### config.mk
export PLATFORM = sky130hd
export DESIGN_NAME = mem2io_responder
export DESIGN_NICKNAME = d
export VERILOG_FILES = /design/src/rtl/mem_io_pkg.sv /design/src/rtl/mem2io_responder.sv
export SDC_FILE = /design/constraint.sdc
export NUM_CORES = 1
export LEC_CHECK = 0
export BUFFER_PORTS_ARGS = -buffer_cell sky130_fd_sc_hd__buf_4
export CAP_MARGIN = 20
export CORE_UTILIZATION = 43
export CTS_CLUSTER_SIZE = 12
export DETAILED_ROUTE_END_ITERATION = 8
export GPL_TIMING_DRIVEN = 0
export HOLD_SLACK_MARGIN = 0.05
export PLACE_DENSITY = 0.73
export SKIP_CTS_REPAIR_TIMING = 1
export SYNTH_ARGS = -nofsm -noshare
export SYNTH_HDL_FRONTEND = slang
export SYNTH_SLANG_ARGS = --single-unit
export TNS_END_PERCENT = 1
### constraint.sdc
create_clock -name Clk -period 4.3 [get_ports Clk]
set_input_delay 0.43 -clock Clk [delete_from_list [all_inputs] [get_ports Clk]]
set_output_delay 0.43 -clock Clk [all_outputs]
set_load 0.05 [all_outputs]
### src/rtl/mem_io_pkg.sv
// mem_io_pkg: shared state encoding and constants for the SLC-3 memory responder
package mem_io_pkg;
  typedef enum logic [2:0] {IDLE, SETUP, ACCESS, DONE, RELEASE} mem_state_t;
  localparam logic [15:0] IO_ADDR = 16'hFFFF;
  localparam int WS_W = 4;
endpackage

### src/rtl/mem2io_responder.sv
// mem2io_responder: services SLC-3 memory requests against async SRAM with wait states, maps 0xFFFF to switches/hex display
module mem2io_responder
  import mem_io_pkg::*;
#(
  parameter int WAIT_STATES = 2
) (
  input  logic        Clk,
  input  logic        Reset_n,
  input  logic        MIO_EN,
  input  logic        WE,
  input  logic [15:0] MAR,
  input  logic [15:0] MDR,
  input  logic [15:0] SW,
  output logic [15:0] Data_to_CPU,
  output logic        R,
  output logic [15:0] HEX_Data,
  output logic [15:0] sram_addr,
  output logic [15:0] sram_wdata,
  input  logic [15:0] sram_rdata,
  output logic        sram_ce_n,
  output logic        sram_oe_n,
  output logic        sram_we_n
);
  mem_state_t state_q, state_d;
  logic [WS_W-1:0] cnt_q, cnt_d;
  logic we_q, we_d;
  logic [15:0] addr_q, addr_d, wdata_q, wdata_d, data_q, data_d, hex_q, hex_d;
  logic r_q, r_d, ce_n_q, ce_n_d, oe_n_q, oe_n_d, we_n_q, we_n_d;
  logic io, sram_act;
  assign io = addr_q == IO_ADDR;
  assign sram_act = (state_q == SETUP && !io) || state_q == ACCESS;
  always_comb begin
    state_d = state_q;
    cnt_d = cnt_q;
    we_d = we_q;
    addr_d = addr_q;
    wdata_d = wdata_q;
    data_d = data_q;
    hex_d = hex_q;
    r_d = state_q == DONE;
    ce_n_d = !sram_act;
    oe_n_d = !(sram_act && !we_q);
    we_n_d = !(state_q == ACCESS && we_q);
    case (state_q)
      IDLE: if (MIO_EN) begin
        state_d = SETUP;
        we_d = WE;
        addr_d = MAR;
        wdata_d = MDR;
      end
      SETUP: if (io) begin
        state_d = DONE;
        hex_d = we_q ? wdata_q : hex_q;
        data_d = we_q ? data_q : SW;
      end else begin
        state_d = ACCESS;
        cnt_d = WS_W'(WAIT_STATES - 1);
      end
      ACCESS: if (cnt_q == '0) begin
        state_d = DONE;
        data_d = we_q ? data_q : sram_rdata;
      end else cnt_d = cnt_q - 1'b1;
      DONE: state_d = MIO_EN ? RELEASE : IDLE;
      RELEASE: state_d = MIO_EN ? RELEASE : IDLE;
      default: state_d = IDLE;
    endcase
  end
  always_ff @(posedge Clk or negedge Reset_n) begin
    if (!Reset_n) begin
      state_q <= IDLE;
      cnt_q <= '0;
      we_q <= 1'b0;
      addr_q <= '0;
      wdata_q <= '0;
      data_q <= '0;
      hex_q <= '0;
      r_q <= 1'b0;
      ce_n_q <= 1'b1;
      oe_n_q <= 1'b1;
      we_n_q <= 1'b1;
    end else begin
      state_q <= state_d;
      cnt_q <= cnt_d;
      we_q <= we_d;
      addr_q <= addr_d;
      wdata_q <= wdata_d;
      data_q <= data_d;
      hex_q <= hex_d;
      r_q <= r_d;
      ce_n_q <= ce_n_d;
      oe_n_q <= oe_n_d;
      we_n_q <= we_n_d;
    end
  end
  assign Data_to_CPU = data_q;
  assign R = r_q;
  assign HEX_Data = hex_q;
  assign sram_addr = addr_q;
  assign sram_wdata = wdata_q;
  assign sram_ce_n = ce_n_q;
  assign sram_oe_n = oe_n_q;
  assign sram_we_n = we_n_q;
endmodule

### Word-level counts from Yosys, hierarchy flattened

Index checks and enable logic that the tools add are counted.

| cells by class | value |
|---|---|
| multiplexer cells | 13 |
| eq/ne operators | 12 |
| reductions and logical operators | 18 |
| add/sub/neg operators | 1 |

Operators by type and width:

| cell | count |
|---|---|
| $mux W16 | 4 |
| $pmux W16 S2 | 1 |
| $eq A16 B16 Y1 const B | 1 |
| $ne A2 B2 Y1 const B | 6 |
| $pmux W3 S4 | 1 |
| $mux W3 | 3 |
| $mux W4 | 2 |
| $pmux W4 S2 | 1 |
| $eq A3 B2 Y1 const B | 2 |
| $reduce_and A3 Y1 | 2 |
| $logic_not A1 Y1 | 5 |
| $reduce_and A5 Y1 | 1 |
| $logic_not A4 Y1 | 1 |
| $reduce_and A2 Y1 | 2 |
| $sub A4 B1 Y4 const B | 1 |
| $eq A3 B1 Y1 const B | 1 |
| $eq A3 B3 Y1 const B | 1 |
| $logic_and A1 B1 Y1 | 3 |
| $logic_not A3 Y1 | 1 |
| $ne A2 B1 Y1 const B | 1 |
| $reduce_bool A2 Y1 | 1 |
| $reduce_or A2 Y1 | 1 |
| $logic_or A1 B1 Y1 | 1 |
| $mux W1 | 1 |

| word-level totals | value |
|---|---|
| bits in registers | 76 |
| logic and storage cells | 55 |
| output and inout port bits | 68 |
| input port bits | 68 |

### Logic depth before layout (Yosys ltp)

Gate-level depths: netlist of the first run.

| depth | value |
|---|---|
| word-level depth | 6 |
| gate-level depth with buffers | 8 |
| mapped depth without buffers | 6 |

### Worst setup path after synthesis of the first run

No wires, ideal clock.

| timing path | value |
|---|---|
| path kind | flip-flop to flip-flop |
| start point | reg addr_q[4] (netlist: sram_addr[4]) |
| end point | reg data_q[10] (netlist: Data_to_CPU[10]) |
| data required time | 4.175 ns |
| buffers on the path | 2 |
| library setup time | 0.125 ns |
| slack | 2.064 ns |
| period minus slack after synthesis | 2.236 ns |
| data arrival time | 2.111 ns |
| cell stages (with the launch flop) | 7 |
| cell sequence | dfrtp_1 nand4_1 o41ai_1 and4b_1 buf_6 buf_8 mux2_4 |

| on the way | value |
|---|---|
| cells in the longest elaborated chain, start to end | 3 |

Ends and longest elaborated chain:

| element | line | RTL |
|---|---|---|
| start, declared | mem2io_responder.sv:27 | `logic [15:0] addr_q, addr_d, wdata_q, wdata_d, data_q, data_d, hex_q, hex_d;` |
| start signal, assigned | mem2io_responder.sv:85 | `addr_q <= addr_d;` |
| $eq A16 B16 Y1 | mem2io_responder.sv:30 | `assign io = addr_q == IO_ADDR;` |
| $ne A2 B2 Y1 (no source line) | n/a |  |
| $reduce_and A5 Y1 (no source line) | n/a |  |
| end signal, assigned | mem2io_responder.sv:87 | `data_q <= data_d;` |
| end, declared | mem2io_responder.sv:27 |  |

No other way between the ends.
A chain may end at the register's enable or synchronous reset.

### Final worst setup path of the first run

| timing path | value |
|---|---|
| start point | reg cnt_q[0] |
| end point | reg data_q[9] (netlist: Data_to_CPU[9]) |

| on the way | value |
|---|---|
| cells in the longest elaborated chain, start to end | 3 |

Ends and longest elaborated chain:

| element | line | RTL |
|---|---|---|
| start, declared | mem2io_responder.sv:25 | `logic [WS_W-1:0] cnt_q, cnt_d;` |
| start signal, assigned | mem2io_responder.sv:83 | `cnt_q <= cnt_d;` |
| $logic_not A4 Y1 | mem2io_responder.sv:59 | `ACCESS: if (cnt_q == '0) begin` |
| $ne A2 B1 Y1 (no source line) | n/a |  |
| $reduce_and A5 Y1 (no source line) | n/a |  |

No other way between the ends.

==> out/results.txt, run 1 <==
Flop pwr share: 31.0%
Mux cell area share after synthesis: 29.8%
Routed Antenna Nets: 0
Comb pwr share: 55.4%
Max-slew violations: 0
Relative slew slack: 37.3%
Synth Area in Compound Gates: 1.32%
Distinct cell type count after synthesis: 33
Antenna violations before repair: 0
Wirelength per Cell: 14.5 µm
Mapped cell area: 3220 µm²
FF-to-FF path depth: 8
Max Root-Sink Buffers: 2
Full die area: 7850 µm²
Synth Area in Adders: 0.776%
Critical Path Source Type: register
Clk sinks: 76
GPL Wtd Cong: 0.728
CORE AREA: 7250 µm²
Grt ovf: 0
Antenna cells: 0
Most used DFF post-synth: dfrtp_1
Area Growth Syn to Fin: 41.3%
Largest family of logic cells by synthesized area: multiplexers
Final hold vios: 0
Initial Utilization: 44.4%
Least-Margin Pin Slew: 0.940 ns
RR Endpoint: Data_to_CPU[9]$_DFFE_PN0P_
Setup slack, reg-to-reg: 2.05 ns
Sw frac: 45.5%
DRC: 0
Initial DRC Count: 57
Num CTS Buffers: 9
Final period util: 52.4%
Post-Synth Simple-Gate Area: 5.75%
TritonCTS clock tree: done
Fillcell total: 576
RSZ-0062 raised after global routing: no
Fin Setup TNS: 0 ns
Worst hold path type: primary input to asynchronous set/reset pin
Pre-Repair DR Iteration Count: 4
First-pass GRT wire length: 10.5 mm
Power Dens Cells: 850 nW/µm²
Post-synth EDFFs: 0
Die Y: 88.6 µm
Syn Area/Cell: 15.4 µm²
CP Class: register to register
Synth Instances: 209
Yosys reg bits: 76
Vias in the first global route: 2228
Die X: 88.6 µm
Clock power share: 13.6%
DR vias: 2223
CP Capture Point: Data_to_CPU[9]$_DFFE_PN0P_
Syn_nets: 279
Finished Layout Cells: 459
Worst R2R Start: cnt_q[0]$_DFFE_PN0P_
Worst setup EP type: register
WP data arrival: 2.47 ns
Pin count of the biggest net entering global routing: 77
Asr flop ratio synth: 100%
Worst-path clk slew: 0.08 ns
Max Clk Rate: 444 MHz
Register area share after synthesis: 59.1%
Via density: 4.84
Post-Synth XOR/XNOR Area: 0.543%
Peak fanout along the critical path: 10
VDD IR max: 0.353 mV
Share of cells above drive strength 1: 64.2%
WL final: 6.66 mm
Clk_skew: 0.00912 ns
FP Rows: 31
Clk_lat worst skew: 0.34 ns
Final nets: 425
Clk Tree Root Cell: clkbuf_8
Post-DP HPWL: 4.94 mm
# Max-Cap Violations: 0
Port buffer count: 135
Total power: 3870 µW
Leakage: 0.00222 µW
# IOs: 136
Net switching component of the power: 1760 µW
Gr usage total: 17.9%
Int Power: 2110 µW
Yosys warns: 0
Post-Place Cells: 443
Critical Path RT: 4.52 ns
H-tree Lvls: 3
CP startpoint: cnt_q[0]$_DFFE_PN0P_
Status: finished clean
# setup viols final: 0
Period minus WS final: 2.25 ns
## synthesized netlist by cell type (3+ instances only)
library cell	count	area share, %
buf_2	3	0.47
buf_6	3	1.0
dfrtp_1	73	57
dfstp_2	3	2.4
mux2_1	16	5.6
mux2_2	56	20
mux2_4	10	4.7
nand2_1	4	0.47
nand3_1	3	0.47
nand4_1	4	0.78
nor2_1	5	0.58
## per-layer routing
metal  GRT usage (%)  up-vias  share of wire, %
met4            9.82        0               2.6
met2            28.7       75                49
met5               0        -                 0
met3            5.13       15               6.3
met1            22.0     1086                42
li1                -     1047                 -
## critical path, stage by stage (launching register included)
cell and delay [ns]:
dfrtp_1 0.38, inv_1 0.10, ha_1 0.15, or3b_2 0.49, nand2_1 0.16, and4b_1 0.23
buf_6 0.15, buf_8 0.17, mux2_4 0.31
## power by group through the flow
stage | Clock [µW] | Combinational [µW] | Sequential (µW)
after CTS | 540 | 2170 | 1200
final | 526 | 2140 | 1200
after global routing | 577 | 2260 | 1240
after global placement | 0 | 2140 | 1200
after detailed placement | 0 | 2160 | 1210
after floorplan | 0 | 691 | 2060
## layout make-up
cell class                 count  area, µm²  area share [%]
buffer                        10       78.8            1.73
clock buffer                  10        128            2.80
clock inverter                 6       65.1            1.43
inverter                       2       7.51           0.165
multi-input combinational    121       1230            27.0
sequential                    76       1910            41.9
tap                           99        124            2.72
timing repair buffer         135       1010            22.3
## worst min path at each step
stage	start	end	slack [ns]
floorplan	Reset_n	Data_to_CPU[0]$_DFFE_PN0P_	0.13
CTS	Reset_n	HEX_Data[2]$_DFFE_PN0P_	0.26
global route	MDR[0]	sram_wdata[0]$_DFFE_PN0P_	0.30
global placement	Data_to_CPU[3]$_DFFE_PN0P_	Data_to_CPU[3]$_DFFE_PN0P_	0.47
detailed placement	Data_to_CPU[1]$_DFFE_PN0P_	Data_to_CPU[1]$_DFFE_PN0P_	0.48
finish	Reset_n	HEX_Data[2]$_DFFE_PN0P_	0.23
## layout by cell type, fill, tap and decap left out, types with 2 or more instances in the layout
cell type  Yosys  routed
inv_1          2       2
mux2_2        56      56
nand2_1        4       4
xor2_1         2       2
dfstp_2        3       3
buf_6          3       3
nor3_1         2       2
dfrtp_1       73      73
clkinv_2       0       2
buf_4          1     136
o21bai_1       2       2
clkinv_4       0       2
clkbuf_8       0       9
nand2b_1       2       2
ha_1           2       2
buf_2          3       3
nand3_1        3       3
mux2_4        10      10
clkbuf_1       2       3
nand4_1        4       4
nor2_1         5       5
mux2_1        16      16
## flip-flops by register name (all words and copies together), names as in the netlist
name and count:
Data_to_CPU 16, sram_we_n 1, state_q 3, sram_oe_n 1, sram_ce_n 1, we_q 1, R 1, cnt_q 4
sram_wdata 16, sram_addr 16, HEX_Data 16
## kinds of logic after synthesis
kind of cell             after synthesis
AO/OA/AOI/OAI                          6
XOR/XNOR                               2
adder cells (fa/ha/maj)                2
buffers and inverters                 12
flip-flops                            76
multiplexers                          82
AND/OR/NAND/NOR                       29
## stage by stage
step           instance area, µm²  hold WS (ns)  setup slack, ns  util, %
2_1_floorplan                3220         0.134             2.06        -
3_3_place_gp                 4360         0.469             2.08     60.1
3_5_place_dp                 4360         0.478             2.06     60.1
4_1_cts                      4550         0.263             2.05     62.8
5_1_grt                      4550         0.300             1.91     62.8
6_report                     4550         0.229             2.05     62.8
(Power assumes the default switching activity.)
==> run 2: changes to the inputs <==
--- a/config.mk
+++ b/config.mk
@@ -12,7 +12,7 @@
 export DETAILED_ROUTE_END_ITERATION = 8
 export GPL_TIMING_DRIVEN = 0
 export HOLD_SLACK_MARGIN = 0.05
-export PLACE_DENSITY = 0.73
+export PLACE_DENSITY = 0.76
 export SKIP_CTS_REPAIR_TIMING = 1
 export SYNTH_ARGS = -nofsm -noshare
 export SYNTH_HDL_FRONTEND = slang
==> constraint.sdc (replaced) <==
create_clock -name Clk -period 1.95 [get_ports Clk]
set_input_delay 0.195 -clock Clk [delete_from_list [all_inputs] [get_ports Clk]]
set_output_delay 0.195 -clock Clk [all_outputs]
set_load 0.05 [all_outputs]
==> out/results.txt, run 2 (synthesis results as in run 1) <==
Clk sinks: 76 (unchanged)
Max Clk Rate: 482 MHz (+8.4%)
Pin count of the biggest net entering global routing: 77 (unchanged)
Fillcell total: 588 (+2.1%)
Worst hold path type: primary input to asynchronous set/reset pin
DRC: 0 (unchanged)
Peak fanout along the critical path: 10 (unchanged)
Worst setup EP type: register
Antenna cells: 0 (unchanged)
Die Y: 88.6 µm (unchanged)
Routed Antenna Nets: 0 (unchanged)
Die X: 88.6 µm (unchanged)
Antenna violations before repair: 0 (unchanged)
Setup slack after layout: -0.127 ns (-2.18 ns)
Full die area: 7850 µm² (unchanged)
CORE AREA: 7250 µm² (unchanged)
Wirelength per Cell: 14.9 µm (+3.0%)
Max-slew violations: 0 (unchanged)
# Max-Cap Violations: 0 (unchanged)
Sw frac: 44.6% (-0.89 points)
Final hold vios: 12 (+12)
Clk_skew: 0.00952 ns (+0.000410 ns)
CP Class: register to register
Leakage: 0.00226 µW (+1.6%)
Power Dens Cells: 1900 nW/µm² (+120%)
Hold Slack: -0.0126 ns (-0.241 ns)
Fin Setup TNS: -2.02 ns (-2.02 ns)
Period minus WS final: 2.08 ns (-0.175 ns)
TritonCTS clock tree: done
Crit-path cells: nand4_1 > o41ai_2 > and4b_1 > buf_6 > buf_12 > mux2_4
RSZ-0062 raised after global routing: yes
Least-Margin Pin Slew: 0.950 ns (+0.00980 ns)
Final nets: 425 (unchanged)
Gr usage total: 17.8% (-0.14 points)
Cell family with most CP delay: simple AND/OR/NAND/NOR gates
Port buffer count: 135 (unchanged)
Clock power share: 15.0% (+1.4 points)
# setup viols final: 22 (+22)
Area after DPL: 4390 µm² (+0.75%)
Worst-path clk slew: 0.08 ns (about the same)
VDD IR max: 1.04 mV (+200%)
First-pass GRT wire length: 10.3 mm (-2.6%)
Initial DRC Count: 33 (-42%)
CP max stage cell: o41ai_2
Clk_lat worst skew: 0.35 ns (about the same)
Area Growth Syn to Fin: 44.6%
Comb pwr share: 54.7% (-0.7 points)
Most common cell after layout, fill and taps aside: buf_4
Initial Utilization: 44.4% (unchanged)
Most frequent cells in the layout: 136 x buf_4, 56 x dfrtp_1, 56 x mux2_2, 17 x dfrtp_2, 16 x mux2_1
H-tree Lvls: 3 (unchanged)
# IOs: 136 (unchanged)
CP max stage delay: 0.48 ns (about the same)
Status: finished, violations left
Pre-Repair DR Iteration Count: 4 (unchanged)
Worst Path Buf+Inv: 2 (-1)
Grt ovf: 0 (unchanged)
WP data arrival: 2.31 ns (-0.16 ns)
Via density: 4.84 (-0.13%)
Vias in the first global route: 2183 (-2.0%)
Post-DP HPWL: 4.88 mm (-1.3%)
Critical Path Source Type: register
Net switching component of the power: 3950 µW (+120%)
Critical Path RT: 2.18 ns (-2.34 ns)
Flop pwr share: 30.3% (-0.7 points)
Num CTS Buffers: 9 (unchanged)
Int Power: 4900 µW (+130%)
Clk Tree Root Cell: clkbuf_8
Violated checks: negative hold slack, negative setup slack
Max Root-Sink Buffers: 2 (unchanged)
Share of cells above drive strength 1: 71.1% (+6.9 points)
Final Cell Area: 4660 µm² (+2.4%)
DR vias: 2220 (-0.13%)
GPL Wtd Cong: 0.738 (+1.4%)
WL final: 6.86 mm (+3.0%)
FP Rows: 31 (unchanged)
Relative slew slack: 36.7% (-0.65 points)
Final period util: 107% (+54 points)
Final Util: 64.3% (+1.5 points)
Total power: 8860 µW (+130%)
==> run 2: changes by cell type in the layout (fill, tap and decap cells not counted), sizes merged <==
cell      before  now
buf          143  144
bufinv         1    2
clkbuf        12   11
clkinvlp       1    0
==> run 2: cell type report <==
cell class | count | area (µm²) | area share, %
multi-input combinational | 121 | 1270 | 27.3
inverter | 2 | 7.51 | 0.161
sequential | 76 | 1930 | 41.3
timing repair buffer | 135 | 1010 | 21.7
tap | 99 | 124 | 2.66
clock inverter | 6 | 87.6 | 1.88
buffer | 10 | 92.6 | 1.99
clock buffer | 10 | 138 | 2.95
==> run 2: worst reg2reg max path: cells and delay by family, from the launching register on <==
kind	cells	cell delay [ns]
and+or+nand+nor	2	0.49
AOI/OAI and AO/OA	1	0.48
DFF	1	0.39
buffers and inverters	2	0.30
muxes	1	0.30
==> run 2: final timing paths <==
| path | start | end | cells past startpoint | slack, ns |
|---|---|---|---|---|
| hold reg to reg | Data_to_CPU[3]$_DFFE_PN0P_ | Data_to_CPU[3]$_DFFE_PN0P_ | 1 | 0.50 |
| hold / removal | Reset_n | Data_to_CPU[0]$_DFFE_PN0P_ | 1 | -0.01 |
| max in group asynchronous | Reset_n | sram_addr[7]$_DFFE_PN0P_ | 1 | 1.28 |
| setup / recovery | sram_addr[15]$_DFFE_PN0P_ | Data_to_CPU[14]$_DFFE_PN0P_ | 6 | -0.13 |
| setup reg to reg | sram_addr[15]$_DFFE_PN0P_ | Data_to_CPU[14]$_DFFE_PN0P_ | 6 | -0.13 |
| min in group Clk | MDR[4] | sram_wdata[4]$_DFFE_PN0P_ | 2 | 0.07 |
==> run 2: through the flow <==
step	std cells	hold WS, ns	setup WS, ns
4_1_cts	459	0.0216	-0.295
5_1_grt	459	0.0593	-0.203
6_report	459	-0.0126	-0.127
2_1_floorplan	209	-0.101	-0.0678
3_3_place_gp	443	0.398	-0.248
3_5_place_dp	443	0.403	-0.283
==> run 2: per-layer routing <==
layer / track usage, % / wire length, µm / up-vias
met5: 0 / 0 / -
met2: 27.9 / 3230 / 93
met4: 8.36 / 109 / 0
li1: - / - / 1036
met1: 22.0 / 2920 / 1082
met3: 6.44 / 603 / 9
==> run 2: power by group through the flow <==
stage          Sequential, µW  Combinational (µW)  Clock, µW
5_1_grt                  2790                5080       1420
3_3_place_gp             2670                4750          0
6_report                 2680                4850       1330
4_1_cts                  2680                4820       1370
2_1_floorplan            4570                1540          0
3_5_place_dp             2710                4800          0
==> run 3: changes to the inputs <==
--- a/config.mk
+++ b/config.mk
@@ -5,6 +5,7 @@
 export SDC_FILE = /design/constraint.sdc
 export NUM_CORES = 1
 export LEC_CHECK = 0
+export ABC_AREA = 1
 export BUFFER_PORTS_ARGS = -buffer_cell sky130_fd_sc_hd__buf_4
 export CAP_MARGIN = 20
 export CORE_UTILIZATION = 43
@@ -12,7 +13,7 @@
 export DETAILED_ROUTE_END_ITERATION = 8
 export GPL_TIMING_DRIVEN = 0
 export HOLD_SLACK_MARGIN = 0.05
-export PLACE_DENSITY = 0.76
+export PLACE_DENSITY = 0.75
 export SKIP_CTS_REPAIR_TIMING = 1
 export SYNTH_ARGS = -nofsm -noshare
 export SYNTH_HDL_FRONTEND = slang
==> out/results.txt, run 3 <==
Status: finished, violations left
Violated checks: negative hold slack
Gr usage total: 19.6% (+1.8 points)
Worst hold path type: primary input to asynchronous set/reset pin
Initial DRC Count: 114 (+250%)
Pin count of the biggest net entering global routing: 77 (unchanged)
Yosys warns: 0 (unchanged)
CORE AREA: 7370 µm² (+1.6%)
Clk Tree Root Cell: clkbuf_8
Fin Setup TNS: 0 ns (+2.02 ns)
Pre-Repair DR Iteration Count: 4 (unchanged)
Clk_skew: 0.00977 ns (+0.000248 ns)
Post-synth top cells: 125 x nand2_1, 73 x dfrtp_1, 32 x mux2_2
Max-slew violations: 0 (unchanged)
Share of cells above drive strength 1: 43.6% (-28 points)
Mapped cell area: 3340 µm² (+3.7%)
CP Class: register to register
Worst setup EP type: register
TritonCTS clock tree: done
Area Growth Syn to Fin: 41.5%
Yosys reg bits: 76 (unchanged)
Vias in the first global route: 2762 (+27%)
Die X: 90.2 µm (+1.8%)
Synth Instances: 331 (+58%)
Post-synth EDFFs: 0 (unchanged)
Period minus WS final: 1.68 ns (-0.397 ns)
Leading cell type by number of instances after synthesis: nand2_1
Relative slew slack: 36.9% (+0.19 points)
DRC: 0 (unchanged)
Final Util: 64.2% (-0.11 points)
Distinct cell type count after synthesis: 26 (-21%)
VDD IR max: 1.00 mV (-4.2%)
Max Root-Sink Buffers: 2 (unchanged)
GPL Wtd Cong: 0.737 (-0.11%)
Setup slack, reg-to-reg: 0.27 ns (+0.40 ns)
Hold Slack: -0.0384 ns (-0.0258 ns)
# setup viols final: 0 (-100%)
Critical Path Source Type: register
Synth top area share: 54.7% (-2.0 points)
# Max-Cap Violations: 0 (unchanged)
Fillcell total: 619 (+5.3%)
DR vias: 2756 (+24%)
Final hold vios: 15 (+3)
Leakage: 0.00251 µW (+11%)
Die Y: 90.2 µm (+1.8%)
Antenna violations before repair: 0 (unchanged)
Worst-path clk slew: 0.08 ns (about the same)
Syn Area/Cell: 10.1 µm² (-35%)
Top cells by area, synth: dfrtp_1 55%, nand2_1 14%, mux2_2 11%
Port buffer count: 135 (unchanged)
RSZ-0062 raised after global routing: no
Global route hottest layer: met2
Met1 usage: 23.9% (+1.9 points)
Syn_nets: 401 (+44%)
Power Dens Cells: 1890 nW/µm² (-0.42%)
Least-Margin Pin Slew: 0.947 ns (-0.00291 ns)
Final nets: 547 (+29%)
Critical Path RT: 2.17 ns (about the same)
Max Clk Rate: 595 MHz (+24%)
Num CTS Buffers: 9 (unchanged)
WP data arrival: 1.90 ns (-0.41 ns)
Asr flop ratio synth: 100% (unchanged)
FP Rows: 31 (unchanged)
Initial Utilization: 45.3% (+0.91 points)
Most common cell after layout, fill and taps aside: buf_4
Grt met2 use: 33.7% (+5.8 points)
H-tree Lvls: 3 (unchanged)
First-pass GRT wire length: 12.8 mm (+25%)
WL final: 7.71 mm (+12%)
Clk sinks: 76 (unchanged)
Wirelength per Cell: 13.3 µm (-11%)
Antenna cells: 0 (unchanged)
Most frequent cells in the layout: 139 x buf_4, 125 x nand2_1, 73 x dfrtp_1, 32 x mux2_2, 21 x o21ai_0
Grt ovf: 0 (unchanged)
Post-DP HPWL: 5.57 mm (+14%)
Final period util: 86.1% (-20 points)
Via density: 4.74 (-1.9%)
Register area share after synthesis: 57.0% (-2.1 points)
Routed Antenna Nets: 0 (unchanged)
Most used DFF post-synth: dfrtp_1
Clk_lat worst skew: 0.35 ns (about the same)
# IOs: 136 (unchanged)
Peak fanout along the critical path: 10 (unchanged)
Full die area: 8130 µm² (+3.6%)
Global routing met3 resource utilization: 4.65% (-1.8 points)
Cell taking the most area after synthesis: dfrtp_1
run 3: cell count changes after synthesis, sizes merged, moves of 2 or more:
| cell | delta |
|---|---|
| nand4 | -4 |
| o21ai | +20 |
| nand3 | +17 |
| inv | +11 |
| o21bai | -2 |
| nor2 | +8 |
| a21oi | +3 |
| xor2 | -2 |
| nand2 | +126 |
| mux2 | -50 |
| nand2b | -2 |
| buf | +2 |
run 3: final timing paths:
check                                      startpoint                          to  depth (start not counted)
setup / recovery             sram_addr[1]$_DFFE_PN0P_     HEX_Data[6]$_DFFE_PN0P_                          8
min in group Clk                               MDR[8]   sram_wdata[8]$_DFFE_PN0P_                          2
setup reg to reg             sram_addr[1]$_DFFE_PN0P_     HEX_Data[6]$_DFFE_PN0P_                          8
hold / removal                                Reset_n  Data_to_CPU[1]$_DFFE_PN0P_                          1
max in group asynchronous                     Reset_n  Data_to_CPU[7]$_DFFE_PN0P_                          1
hold reg to reg            Data_to_CPU[6]$_DFFE_PN0P_  Data_to_CPU[6]$_DFFE_PN0P_                          2
run 3: layout make-up:
class / count / area (µm²) / area share, %
clock buffer: 10 / 138 / 2.91
multi-input combinational: 230 / 1290 / 27.3
buffer: 12 / 98.8 / 2.09
timing repair buffer: 135 / 1010 / 21.4
clock inverter: 6 / 111 / 2.36
sequential: 76 / 1910 / 40.3
tap: 99 / 124 / 2.62
inverter: 13 / 48.8 / 1.03
run 3: report_power, final:
group | internal (µW) | switching, µW
Combinational | 1590 | 3240
Clock | 885 | 587
Sequential | 2210 | 431
run 3: cell families (layout without fill, tap and decap cells):
kind of cell | Yosys count | in the layout | share of synthesized area, %
and+or+nand+nor | 169 | 169 | 22.5
DFF | 76 | 76 | 57.0
muxes | 32 | 32 | 10.8
AOI/OAI and AO/OA | 27 | 27 | 4.53
buffers and inverters | 25 | 176 | 4.42
adders and majority gates | 2 | 2 | 0.749
run 3: worst max-delay path: stages, from the launching register on:
cell and delay (ns):
dfrtp_1 0.38, nand2_1 0.07, nor2_1 0.11, nand2_1 0.11, nor2_2 0.19, nand2_4 0.14
clkbuf_1 0.23, o21ai_0 0.25, nand2_1 0.08
run 3: layer usage:
layer,part of all wire [%],up-vias
met5,0,-
met4,1.2,0
met3,6.4,9
met2,50,92
met1,42,1288
li1,-,1367
run 3: stage by stage:
| stage | hold slack [ns] | std cells | total power, µW | area [µm²] | setup WS [ns] |
|---|---|---|---|---|---|
| finish | -0.0384 | 581 | 8950 | 4730 | 0.270 |
| detailed placement | 0.400 | 565 | 7540 | 4480 | 0.266 |
| CTS | 0.0307 | 581 | 9030 | 4730 | 0.248 |
| global route | 0.0618 | 581 | 9450 | 4730 | 0.0591 |
| global placement | 0.398 | 565 | 7450 | 4480 | 0.368 |
| floorplan | -0.101 | 331 | 6080 | 3340 | 0.260 |
